[src/rtl/fifo_ptr_ctrl.sv]
// fifo_ptr_ctrl: pointer, occupancy and status-flag controller that sits
// in front of memory_array to form the synchronous FIFO.
module fifo_ptr_ctrl #(
    parameter int ADDR_WIDTH = 10,
    parameter int THRESHOLD  = (1 << ADDR_WIDTH) - 1
) (
    input  logic                  clk,
    input  logic                  rst,
    input  logic                  wr,
    input  logic                  rd,
    input  logic                  clr_err,
    output logic                  fifo_we,
    output logic                  fifo_rd,
    output logic [ADDR_WIDTH-1:0] wptr,
    output logic [ADDR_WIDTH-1:0] rptr,
    output logic                  fifo_full,
    output logic                  fifo_empty,
    output logic                  fifo_threshold,
    output logic                  fifo_overflow,
    output logic                  fifo_underflow,
    output logic [ADDR_WIDTH:0]   count
);

    localparam int PW = ADDR_WIDTH + 1;
    localparam logic [ADDR_WIDTH:0] L_DEPTH = PW'(1 << ADDR_WIDTH);
    localparam logic [ADDR_WIDTH:0] L_THR   = PW'(THRESHOLD);

    logic [ADDR_WIDTH:0] r_wp;
    logic [ADDR_WIDTH:0] r_rp;
    logic [ADDR_WIDTH:0] r_count;
    logic                r_full;
    logic                r_empty;
    logic                r_thr;
    logic                r_ovf;
    logic                r_udf;

    logic                w_we;
    logic                w_rd;
    logic [ADDR_WIDTH:0] w_wp_nxt;
    logic [ADDR_WIDTH:0] w_rp_nxt;
    logic [ADDR_WIDTH:0] w_cnt_nxt;
    logic                w_ovf_nxt;
    logic                w_udf_nxt;

    // Accept logic and next-state pointers; reset masks both strobes so
    // nothing reaches the memory while the controller is being cleared.
    always_comb begin
        w_we      = wr & ~r_full & ~rst;
        w_rd      = rd & ~r_empty & ~rst;
        w_wp_nxt  = r_wp + PW'(w_we);
        w_rp_nxt  = r_rp + PW'(w_rd);
        w_cnt_nxt = w_wp_nxt - w_rp_nxt;
        w_ovf_nxt = (wr & r_full) | (r_ovf & ~clr_err);
        w_udf_nxt = (rd & r_empty) | (r_udf & ~clr_err);
    end

    // Pointer, occupancy and flag registers; flags come from next-state
    // pointers so they are never a cycle stale.
    always_ff @(posedge clk) begin
        if (rst) begin
            r_wp    <= '0;
            r_rp    <= '0;
            r_count <= '0;
            r_full  <= 1'b0;
            r_empty <= 1'b1;
            r_thr   <= 1'b0;
            r_ovf   <= 1'b0;
            r_udf   <= 1'b0;
        end else begin
            r_wp    <= w_wp_nxt;
            r_rp    <= w_rp_nxt;
            r_count <= w_cnt_nxt;
            r_full  <= (w_cnt_nxt == L_DEPTH);
            r_empty <= (w_cnt_nxt == '0);
            r_thr   <= (w_cnt_nxt >= L_THR);
            r_ovf   <= w_ovf_nxt;
            r_udf   <= w_udf_nxt;
        end
    end

    assign fifo_we        = w_we;
    assign fifo_rd        = w_rd;
    assign wptr           = r_wp[ADDR_WIDTH-1:0];
    assign rptr           = r_rp[ADDR_WIDTH-1:0];
    assign count          = r_count;
    assign fifo_full      = r_full;
    assign fifo_empty     = r_empty;
    assign fifo_threshold = r_thr;
    assign fifo_overflow  = r_ovf;
    assign fifo_underflow = r_udf;

endmodule

[config.mk]
export PLATFORM = sky130hd
export DESIGN_NAME = fifo_ptr_ctrl
export DESIGN_NICKNAME = d
export VERILOG_FILES = /design/src/rtl/fifo_ptr_ctrl.sv
export SDC_FILE = /design/constraint.sdc
export NUM_CORES = 1
export LEC_CHECK = 0
export ABC_AREA = 1
export BUFFER_PORTS_ARGS = -buffer_cell sky130_fd_sc_hd__buf_2
export CAP_MARGIN = 10
export CORE_ASPECT_RATIO = 2
export CORE_UTILIZATION = 30
export DETAILED_ROUTE_END_ITERATION = 8
export PLACE_DENSITY = 0.5
export SETUP_SLACK_MARGIN = 0.3
export SLEW_MARGIN = 20
export SYNTH_ARGS = -nofsm -noshare
export SYNTH_HDL_FRONTEND = slang
export SYNTH_SLANG_ARGS = --single-unit
[constraint.sdc]
create_clock -name clk -period 5.5 [get_ports clk]
set_clock_uncertainty 0.1 [all_clocks]
set_input_delay 0.55 -clock clk [delete_from_list [all_inputs] [get_ports clk]]
set_output_delay 0.55 -clock clk [all_outputs]
set_load 0.01 [all_outputs]
==> results.json <==
{
  "outcome": "completed",
  "port_buffers": 42,
  "final_layout_size_suffix_gt1_frac": 0.211,
  "cp-end-kind": "flop",
  "worstPathRequired_ns": 5.62,
  "fin_setup_tns_ns": 0,
  "arrival_ns": 3.64,
  "ctsHoldBuffers": 0,
  "timing.final.crit_share": 0.640,
  "antennaDiodeCount": 0,
  "yosys-top-cells-area": "dfxtp_1 30%, nand2_1 19%, nor2_1 8.6%, nand3_1 7.0%, buf_4 6.3%",
  "clkTransAtPathRegs_ns": 0.05,
  "via_count": 2343,
  "rows": 46,
  "core-area_sq_mm": 0.00800,
  "ys_seq_area_frac": 0.304,
  "syn_nets": 406,
  "drc": 0,
  "grt_pass1_wl_um": 10300,
  "fp.dieH_um": 131,
  "via_per_inst": 4.57,
  "synth_warnings": 0,
  "slew_viol_final": 0,
  "worstHoldPathType": "reg2reg",
  "power_mw": 0.704,
  "min_path_cells": 2,
  "avgSynthCellArea_sq_um": 6.37,
  "fmax_ghz": 0.284,
  "fillers": 906,
  "synth_top_area_share": 0.304,
  "nNetsFinal": 430,
  "hpwl_um": 5200,
  "yosysTopAreaCell": "dfxtp_1",
  "vdd_drop_max_uv": 110,
  "worst_pin_slew_ns": 0.655,
  "grt_usage": 0.161,
  "dp_slack_ns": 1.64,
  "power_density_mw_per_mm2": 251,
  "cts-root-buf": "clkbuf_16",
  "synth_seq_cells": 38,
  "synthFlopType": "dfxtp_1",
  "clk_latency_ns": 0.29,
  "cts_sinks": 38,
  "initial_core_util": 0.312,
  "antenna_found_initial": 0,
  "cts_buffer_depth": 2,
  "rsz0062_at_grt": "no",
  "grt_pass1_vias": 2352,
  "grt_max_degree": 36,
  "fin_ws_ns": 1.98,
  "period_minus_slack_ns": 3.52,
  "final-hold-violation-count": 0,
  "pin_count": 43,
  "drv_cap": 0,
  "routed_wl_um": 6300,
  "dr.pass1.iters": 4,
  "cts_buffers": 5,
  "htree_levels": 2,
  "slew_headroom": 0.563,
  "synth_edf_count": 0,
  "ant_nets": 0,
  "ctsResizeCount": 0,
  "cellLeakagePower_nw": 1.47,
  "cts_tree": "done",
  "netlist_instances": 392,
  "globalplace.congestion": 0.887,
  "setup_viol": 0,
  "synth_area_sq_mm": 0.00250,
  "ys_top_cells_by_count": "125 x nand2_1, 57 x nor2_1, 38 x dfxtp_1",
  "post_cts_buffers": 0,
  "fp.dieArea_sq_mm": 0.00872,
  "area_delta_synth_final_pct": 12.4,
  "r2r_slack_ns": 2.51,
  "drt_iter0_markers": 42,
  "rr_worst_depth": 16,
  "die_w_um": 66.5,
  "grt_overflow": 0,
  "startpoint_type": "input pin",
  "ys_types": 32,
  "postSynth.asyncResetShare": 0,
  "detail_route.wl_per_cell_um": 12.3,
  "critical_path.max_fanout": 35,
  "worstSetupPathType": "in2reg",
  "yosys.cell_count.top_type": "nand2_1"
}
[flip-flops by register name, summed over array words and instances, names as in the netlist]
register	flops
count	11
fifo_empty	1
fifo_full	1
fifo_overflow	1
fifo_threshold	1
fifo_underflow	1
r_rp	11
r_wp	11
[critical path, cell delays in order]
cell	delay, ns
buf_2	0.31
inv_1	0.21
nand2_1	0.07
nor2_1	0.21
ha_1	0.25
nand3_1	0.19
nor2_1	0.20
nand2_1	0.11
nor3_1	0.19
or2_2	0.16
nand2_1	0.05
ha_1	0.33
inv_1	0.12
o21bai_1	0.09
a21oi_1	0.17
nand3_1	0.10
nand2_1	0.12
nand2_1	0.09
nor2_1	0.12
[report_power, final]
group | internal, mW | switching, mW
logic | 0.0420 | 0.0685
clock network | 0.180 | 0.120
registers | 0.289 | 0.00531
[cells in the final DEF, fill, tap and decap left out]
master        n
a21o_1        1
a21oi_1       5
a21oi_2       1
a22oi_1       2
and2_4        1
buf_2        42
clkbuf_16     5
clkbuf_8      1
clkinv_1      1
clkinv_2      1
clkinvlp_4    1
dfxtp_1      38
fa_1          1
ha_1          8
inv_1        34
inv_2         5
nand2_1     125
nand2_2      17
nand2_4       1
nand3_1      35
nand3_2       1
nand3b_1      1
nand4_1       3
nor2_1       57
nor2_2        6
nor2_4        4
nor3_1        4
nor3_2        1
o21ai_0       3
o21ai_1       2
o21bai_1      2
or2_0         1
or2_2         1
xnor2_1       4
xor2_1        2
[layer usage]
| layer | part of all wire | vias up | GRT usage |
|---|---|---|---|
| li1 | - | 1244 | - |
| met1 | 0.37 | 1040 | 0.150 |
| met2 | 0.57 | 47 | 0.314 |
| met3 | 0.025 | 12 | 0.0234 |
| met4 | 0.035 | 0 | 0.0951 |
| met5 | 0 | - | 0 |
[final timing paths]
kind	from	endpoint
min reg2reg	fifo_overflow$_SDFF_PP0_	fifo_overflow$_SDFF_PP0_
min	fifo_overflow$_SDFF_PP0_	fifo_overflow$_SDFF_PP0_
max reg2reg	fifo_full$_SDFF_PP0_	fifo_full$_SDFF_PP0_
max	rst	fifo_full$_SDFF_PP0_
[layout make-up]
cell class              count  area (sq um)  share of cell area
multi-input cells         289          1420               0.504
flip-flops and latches     38           761               0.271
repair buffers             42           210              0.0749
inverters                  40           150              0.0535
clock buffers               6           139              0.0495
well taps                  96           120              0.0428
clock inverters             2          12.5             0.00446
[through the flow]
stage | util | instance area, sq um | hold WS (ns) | cells
global route | 0.351 | 2810 | 0.426 | 513
global placement | 0.332 | 2660 | 0.370 | 505
finish | 0.351 | 2810 | 0.389 | 513
CTS | 0.351 | 2810 | 0.400 | 513
floorplan | - | 2500 | 0.382 | 392
detailed placement | 0.332 | 2660 | 0.387 | 505
[logic make-up after synthesis]
logic type	share of synthesized area
AND/OR/NAND/NOR	0.459
buffers and inverters	0.129
flip-flops	0.304
AO/OA/AOI/OAI	0.0386
adder cells (fa/ha/maj)	0.0481
XOR/XNOR	0.0210
(Power assumes the default switching activity.)
